--- src/rtl/display_scan_ctrl_if.sv ---
// Interface between the display scan controller and its host: scan control,
// the value to display, and the per-digit drive outputs.
interface display_scan_ctrl_if;
  logic        enable;
  logic        load;
  logic [15:0] value;
  logic [3:0]  NIBBLE;
  logic [3:0]  AN;
  logic        frame_done;

  modport master (
    output enable, load, value,
    input  NIBBLE, AN, frame_done
  );

  modport slave (
    input  enable, load, value,
    output NIBBLE, AN, frame_done
  );
endinterface

--- src/rtl/display_scan_ctrl.sv ---
// Four-digit multiplexed 7-segment scan controller with per-slot blanking and
// tear-free frame-synchronous value updates. Optional macro: LEADING_ZERO_BLANK_EN.
module display_scan_ctrl #(
  parameter int CLK_DIV      = 50000,
  parameter int BLANK_CYCLES = 1000
) (
  input  logic clk,
  input  logic rst_n,
  display_scan_ctrl_if.slave bus
);

  localparam int CW = (CLK_DIV > 1) ? $clog2(CLK_DIV) : 1;
  localparam logic [CW-1:0] CNT_LAST   = CW'(CLK_DIV - 1);
  localparam logic [CW-1:0] BLANK_LAST = CW'(BLANK_CYCLES - 1);

  typedef enum logic [1:0] {
    IDLE  = 2'd0,
    BLANK = 2'd1,
    SHOW  = 2'd2
  } state_t;

`ifdef LEADING_ZERO_BLANK_EN
  // True when every digit at or above position i is zero.
  function automatic logic upper_zero(input logic [15:0] a, input logic [1:0] i);
    logic [15:0] mask;
    mask = 16'hFFFF << {i, 2'b00};
    return ((a & mask) == 16'h0000);
  endfunction
`endif

  state_t        state_r, state_nxt_s;
  logic [CW-1:0] cnt_r, cnt_nxt_s;
  logic [1:0]    idx_r, idx_nxt_s;
  logic [15:0]   act_r, act_nxt_s;
  logic [15:0]   shd_r, shd_nxt_s;
  logic          pend_r, pend_nxt_s;
  logic          wrap_s;
  logic [3:0]    an_r, an_nxt_s;
  logic [3:0]    nibble_r, nibble_nxt_s;
  logic          frame_done_r;

  // Next-state, display-value update and next-output computation.
  always_comb begin
    state_nxt_s = state_r;
    cnt_nxt_s   = cnt_r;
    idx_nxt_s   = idx_r;
    act_nxt_s   = act_r;
    shd_nxt_s   = shd_r;
    pend_nxt_s  = pend_r;
    wrap_s      = 1'b0;

    if (!bus.enable) begin
      state_nxt_s = IDLE;
      cnt_nxt_s   = '0;
      idx_nxt_s   = 2'd0;
    end else begin
      case (state_r)
        IDLE: begin
          state_nxt_s = BLANK;
          cnt_nxt_s   = '0;
          idx_nxt_s   = 2'd0;
          if (pend_r) begin
            act_nxt_s  = shd_r;
            pend_nxt_s = 1'b0;
          end else begin
            act_nxt_s  = act_r;
          end
        end
        BLANK: begin
          cnt_nxt_s = cnt_r + CW'(1);
          if (cnt_r == BLANK_LAST) begin
            state_nxt_s = SHOW;
          end else begin
            state_nxt_s = BLANK;
          end
        end
        SHOW: begin
          if (cnt_r == CNT_LAST) begin
            state_nxt_s = BLANK;
            cnt_nxt_s   = '0;
            idx_nxt_s   = idx_r + 2'd1;
            wrap_s      = (idx_r == 2'd3);
          end else begin
            cnt_nxt_s   = cnt_r + CW'(1);
          end
          if (wrap_s && pend_r) begin
            act_nxt_s  = shd_r;
            pend_nxt_s = 1'b0;
          end else begin
            act_nxt_s  = act_r;
          end
        end
        default: begin
          state_nxt_s = IDLE;
          cnt_nxt_s   = '0;
          idx_nxt_s   = 2'd0;
        end
      endcase
    end

    // A load on the wrap cycle goes straight to the active value.
    if (bus.load) begin
      shd_nxt_s = bus.value;
      if (wrap_s) begin
        act_nxt_s  = bus.value;
        pend_nxt_s = 1'b0;
      end else begin
        pend_nxt_s = 1'b1;
      end
    end else begin
      shd_nxt_s = shd_r;
    end

    an_nxt_s = 4'b1111;
    if (state_nxt_s == SHOW) begin
      an_nxt_s = ~(4'b0001 << idx_nxt_s);
`ifdef LEADING_ZERO_BLANK_EN
      if ((idx_nxt_s != 2'd0) && upper_zero(act_nxt_s, idx_nxt_s)) begin
        an_nxt_s = 4'b1111;
      end else begin
        an_nxt_s = ~(4'b0001 << idx_nxt_s);
      end
`endif
    end else begin
      an_nxt_s = 4'b1111;
    end

    nibble_nxt_s = act_nxt_s[{idx_nxt_s, 2'b00} +: 4];
  end

  // State and registered outputs.
  always_ff @(posedge clk) begin
    if (!rst_n) begin
      state_r      <= IDLE;
      cnt_r        <= '0;
      idx_r        <= 2'd0;
      act_r        <= 16'h0000;
      shd_r        <= 16'h0000;
      pend_r       <= 1'b0;
      an_r         <= 4'b1111;
      nibble_r     <= 4'h0;
      frame_done_r <= 1'b0;
    end else begin
      state_r      <= state_nxt_s;
      cnt_r        <= cnt_nxt_s;
      idx_r        <= idx_nxt_s;
      act_r        <= act_nxt_s;
      shd_r        <= shd_nxt_s;
      pend_r       <= pend_nxt_s;
      an_r         <= an_nxt_s;
      nibble_r     <= nibble_nxt_s;
      frame_done_r <= wrap_s;
    end
  end

  assign bus.AN         = an_r;
  assign bus.NIBBLE     = nibble_r;
  assign bus.frame_done = frame_done_r;

endmodule

--- src/flat_wrapper.sv ---
// flat-port wrapper written by rule: the top's interface ports become plain ports
module display_scan_ctrl_flat 
#(
  parameter int CLK_DIV      = 50000,
  parameter int BLANK_CYCLES = 1000
)
  (clk, rst_n, bus_enable, bus_load, bus_value, bus_NIBBLE, bus_AN, bus_frame_done);
  display_scan_ctrl_if bus_i ();
  input  logic clk;
  input  logic rst_n;
  input wire logic [$bits(bus_i.enable)-1:0] bus_enable;
  input wire logic [$bits(bus_i.load)-1:0] bus_load;
  input wire logic [$bits(bus_i.value)-1:0] bus_value;
  output wire logic [$bits(bus_i.NIBBLE)-1:0] bus_NIBBLE;
  output wire logic [$bits(bus_i.AN)-1:0] bus_AN;
  output wire logic [$bits(bus_i.frame_done)-1:0] bus_frame_done;
  assign bus_i.enable = bus_enable;
  assign bus_i.load = bus_load;
  assign bus_i.value = bus_value;
  assign bus_NIBBLE = bus_i.NIBBLE;
  assign bus_AN = bus_i.AN;
  assign bus_frame_done = bus_i.frame_done;
  display_scan_ctrl #(.CLK_DIV(CLK_DIV), .BLANK_CYCLES(BLANK_CYCLES)) u_core (.clk(clk), .rst_n(rst_n), .bus(bus_i));
endmodule
--- config.mk ---
export PLATFORM = sky130hd
export DESIGN_NAME = display_scan_ctrl_flat
export DESIGN_NICKNAME = d
export VERILOG_FILES = /design/src/rtl/display_scan_ctrl_if.sv /design/src/rtl/display_scan_ctrl.sv /design/src/flat_wrapper.sv
export SDC_FILE = /design/constraint.sdc
export NUM_CORES = 1
export LEC_CHECK = 0
export BUFFER_PORTS_ARGS = -buffer_cell sky130_fd_sc_hd__buf_2
export CORE_ASPECT_RATIO = 0.9
export CORE_MARGIN = 2
export CORE_UTILIZATION = 50
export DETAILED_ROUTE_END_ITERATION = 8
export PLACE_DENSITY = 0.72
export SYNTH_ARGS = -nofsm -noshare
export SYNTH_HDL_FRONTEND = slang
export SYNTH_SLANG_ARGS = --single-unit
export TNS_END_PERCENT = 100
--- constraint.sdc ---
create_clock -name clk -period 2.5 [get_ports clk]
set_input_delay 0.75 -clock clk [delete_from_list [all_inputs] [get_ports clk]]
set_output_delay 0.75 -clock clk [all_outputs]
set_load 0.01 [all_outputs]
-- Yosys cells after proc, flatten, opt, wreduce, memory -nomap -nowiden
Index checks and enable logic that the tools add are counted.
- muxes and demuxes: 25
- bitwise gates (word level): 1
- shift-type cells: 2
- equal/unequal tests: 7
- reductions and logical operators: 7
- add/subtract/negate cells: 2
- operator list (cell ; number):
    $mux 16 ; 6
    $pmux 16 s2 ; 2
    $add 16x1->16 const B ; 1
    $eq 16x10->1 const B ; 1
    $eq 16x16->1 const B ; 1
    $shiftx 16x5->4 ; 1
    $mux 2 ; 5
    $mux 1 ; 9
    $eq 2x2->1 const B ; 3
    $pmux 2 s3 ; 1
    $not 4->4 ; 1
    $pmux 2 s2 ; 1
    $reduce_and 2->1 ; 2
    $shl 1x2->4 const A ; 1
    $ne 3x2->1 const B ; 1
    $reduce_and 3->1 ; 1
    $reduce_bool 3->1 ; 1
    $add 2x1->2 const B ; 1
    $eq 2x1->1 const B ; 1
    $logic_not 2->1 ; 1
    $pmux 1 s2 ; 1
    $reduce_bool 2->1 ; 1
    $logic_and 1x1->1 ; 1
- bits of input ports: 20
- output and inout port bits: 9
- register bits after elaboration: 62
- word-level logic and storage cells: 53

-- Logic depth before layout (Yosys ltp)
- depth after elaboration: 11
- depth in mapped cells: 10
- depth with buffers taken out: 8

-- Worst setup path after synthesis
Ideal clock, no wire load.
- path type: reg-to-reg
- start point: register u_core.cnt_r[11]
- end point: register u_core.nibble_r[3], in the netlist u_core.bus.NIBBLE[3]
- data arrival time: 2.468 ns
- required time: 2.374 ns
- library setup time: 0.126 ns
- cell stages (with the launch flop): 9
- path slack: -0.094 ns
- path through: dfxtp_1 > or4_4 > or4_4 > buf_6 > and3_4 > o311a_1 > buf_6 > o31ai_1 > o22ai_1
- cells in the longest elaborated chain, start to end: 11
- RTL lines (element ; line ; text):
    from (decl) ; display_scan_ctrl.sv:32 ; logic [CW-1:0] cnt_r, cnt_nxt_s;
    from (signal assigned) ; display_scan_ctrl.sv:145 ; cnt_r <= cnt_nxt_s;
    $eq 16x16->1 (*) ; display_scan_ctrl.sv:78 ; if (cnt_r == CNT_LAST) begin
    $mux 1 ; display_scan_ctrl.sv:78 ;
    $mux 1 ; display_scan_ctrl.sv:57 ; case (state_r)
    $mux 1 ; display_scan_ctrl.sv:52 ; if (!bus.enable) begin
    $logic_and 1x1->1 ; display_scan_ctrl.sv:86 ; if (wrap_s && pend_r) begin
    $mux 16 ; display_scan_ctrl.sv:86 ;
    $pmux 16 s2 ; display_scan_ctrl.sv:57 ;
    $mux 16 ; display_scan_ctrl.sv:52 ;
    $mux 16 ; display_scan_ctrl.sv:104 ; if (wrap_s) begin
    $mux 16 ; display_scan_ctrl.sv:102 ; if (bus.load) begin
    $shiftx 16x5->4 (*) ; display_scan_ctrl.sv:128 ; nibble_nxt_s = act_nxt_s[{idx_nxt_s, 2'b00} +: 4];
    to (signal assigned) ; display_scan_ctrl.sv:151 ; nibble_r <= nibble_nxt_s;
    to (decl) ; display_scan_ctrl.sv:39 ; logic [3:0] nibble_r, nibble_nxt_s;
Mark *: on every way between the ends. The rest lies on a longest branch, timed or not. The select of a mux whose other input is x is not followed.
A chain may end at the register's enable or synchronous reset.

-- Worst setup path after layout
- start point: register u_core.cnt_r[12]
- end point: register u_core.nibble_r[2], in the netlist u_core.bus.NIBBLE[2]
Same word-level chain as after synthesis.

==> impl_metrics.toml <==
[logic_synthesis]
synth.most_common_cell = "dfxtp_1"
synth_cell_types = 49
synth_cells = 316
synth_area_per_cell_um2 = 9.190
ys_top_cells_by_count = "dfxtp_1, nor2_1, mux2i_1"
synth_flop_cell = "dfxtp_1"
netlist_top_cells_area = "dfxtp_1, nor2_1, mux2i_1, a22o_1, xnor2_1"
ys_warn_count = 0
synth_seq_cells = 62
synth_top_area_share_pct = 42.74
synth_edf_count = 0
postSynth.asyncResetShare_pct = 0
syn_nets = 342
synth_largest_area_cell = "dfxtp_1"
syn_area_mm2 = 0.002904
seq_area_frac_synth_pct = 42.74

[floorplanning]
core.rowCount = 26
die_w_um = 84.34
io-pin-count = 29
dieArea_mm2 = 0.006435
core_area_mm2 = 0.005628
fp.dieH_um = 76.30
initial_core_util_pct = 51.60

[power_and_ir_drop]
vdd.ir_drop.worst_v = 0.0003314
p_per_area_mw_per_mm2 = 503.9
power_leakage_uw = 0.001504

[drt]
drtIter0Drc = 193
via_count = 2696
wirelength_mm = 7.809
drtAntennaViolNets = 0
wire_per_inst_um = 16.83
drtPass1Iterations = 4
post-route-drc-count = 0
via_per_inst = 5.810

[place]
port_buffers = 28
place_hpwl_mm = 5.008
gp_congestion = 0.8367
placed_area_mm2 = 0.003356

[clock_tree]
cts_tree = "built"
cts_inserted_buffers = 9
cts_sinks = 62
worstSkewPairLatency_ps = 350
cts-root-buf = "clkbuf_8"
cts.path.max_buffers = 2
cts_htree_levels = 3
clk_pin_slew_ps = 70

[min_path]
min_from = "u_core.act_r[15]"
hp-class = "reg -> reg"

[timing]
slew_violations = 0
final-hold-violation-count = 0
worst_pin_slew_ps = 695.5
rsz0062_at_grt = "yes"
period_share_pct = 105.5
slew_headroom_pct = 53.63
max_freq_ghz = 0.3791
fin_crit_ps = 2638
setup_viol = 13
skew_ps = 8.714
hold_ws_ps = 470.7
postLayoutSetupSlackWorst_ps = -137.8
tns_ps = -785.0

[worst_setup_path]
start_kind = "flip-flop"
worst_path_most_repeated_cell = "or4_4"
critPathMaxFanout = 5
cpMaxStageDelayCell = "or4_4"
path_class = "reg -> reg"
crit_start = "u_core.cnt_r[12]"
worst_setup_path_end_kind = "flip-flop"
cpPeakStageDelay_ps = 590
critPathArrivalTime_ps = 2910
worst_ep_required_time_ps = 2770
crit_path_cell_trace = "or4_4, or4_4, or4_4, buf_12, a21boi_4, o41ai_1, o22ai_1"
r2r_start = "u_core.cnt_r[12]"

[global_routing]
track_usage_pct = 24.77
overflow = 0
grt_pass1_wl_mm = 12.60
antenna_found_initial = 0
grt_pass1_vias = 2654
grt_max_degree = 27

[finish]
layout-drive-gt1-share_pct = 33.76
fin_area_mm2 = 0.003851
n_fill_cell = 429
nNetsFinal = 415
diodes = 0
multiInputGateArea_mm2 = 0.001770
area_growth_syn_to_layout_pct = 32.62
seq_area_mm2 = 0.001244

[status]
status = "complete, but fails checks"
violations = "negative setup slack"

[flow_run]
drv_cap = 0
[layout make-up]
cell class	count	share of cell area (%)
Clock buffer	12	3.769
Sequential cell	62	32.29
Tap cell	70	2.274
Timing Repair Buffer	77	14.42
Multi-Input combinational cell	232	45.97
Inverter	7	0.6823
Clock inverter	4	0.5848
[routing by layer]
| layer | wire (um) | global-route usage, % |
|---|---|---|
| met5 | 0 | 0 |
| met4 | 169 | 10.32 |
| met3 | 499 | 8.451 |
| met2 | 3779 | 38.41 |
| met1 | 3361 | 31.54 |
[cells in the final DEF, fill, tap and decap left out, types with 6 or more instances in the layout]
cell type / synthesis / final
dfxtp_1: 62 / 60
nor2_1: 55 / 53
buf_4: 1 / 41
buf_2: 1 / 28
mux2i_1: 16 / 16
nand2_1: 14 / 13
and2_1: 13 / 13
nand3_1: 12 / 12
xnor2_1: 10 / 10
a22o_1: 10 / 10
clkbuf_8: 0 / 10
a21oi_1: 8 / 8
inv_1: 7 / 7
and3_1: 7 / 6
a21boi_2: 1 / 6
o31a_1: 6 / 6
o21a_1: 6 / 6
ha_1: 6 / 6
buf_6: 3 / 6
[path summary, 6_finish.rpt]
path	to	slack (ps)	cells after the start
setup / recovery	u_core.bus.NIBBLE[2]	-140	7
hold / removal	u_core.act_r[15]	470	2
setup reg to reg	u_core.bus.NIBBLE[2]	-140	7
hold reg to reg	u_core.act_r[15]	470	2
[state kept, by name (all words and copies together), names as in the netlist]
| name | cells |
|---|---|
| u_core.pend_r | 1 |
| u_core.bus.AN | 4 |
| u_core.idx_r | 2 |
| u_core.shd_r | 16 |
| u_core.bus.frame_done | 1 |
| u_core.cnt_r | 16 |
| u_core.state_r | 2 |
| u_core.act_r | 16 |
| u_core.bus.NIBBLE | 4 |
[stage by stage]
step,worst slack (ps),power (uW),std cells,util (%)
floorplan,28.88,1118,316,-
global placement,-151.9,1172,437,59.63
detailed placement,-210.0,1176,437,59.63
CTS,-81.91,1947,459,66.50
global route,-187.3,2017,464,68.43
finish,-137.8,1940,464,68.43
[timing repair]
| action | 4_1_cts | 5_1_grt |
|---|---|---|
| pin swaps | 5 | 8 |
| resized for setup | 33 | 15 |
| hold buffers | 0 | 0 |
| buffers inserted | 5 | 5 |
| setup endpoints to repair | 15 | 21 |
| cloned | 2 | 0 |
[cell families after synthesis]
family          Yosys count  synth area share (%)
xor+xnor                 15                 4.524
mux                      16                 5.515
compound gates           68                 18.14
buf+inv                  24                 4.050
simple gates            125                 22.45
flops                    62                 42.74
fa+ha+maj                 6                 2.585
[critical path, delay by kind of cell (launching register included)]
kind / cells / cell delay (ps)
AOI/OAI and AO/OA: 3 / 430
buffers and inverters: 1 / 160
DFF: 1 / 320
and+or+nand+nor: 3 / 1640
[power by group]
part | leakage, uW | total, uW | internal, uW | switching, uW
Combinational | 0.000913 | 148 | 65.3 | 82.5
Sequential | 0.000505 | 1030 | 1010 | 16.0
Clock | 0.0000861 | 766 | 382 | 385
Total | 0.00150 | 1940 | 1460 | 483
(Power assumes the default switching activity.)
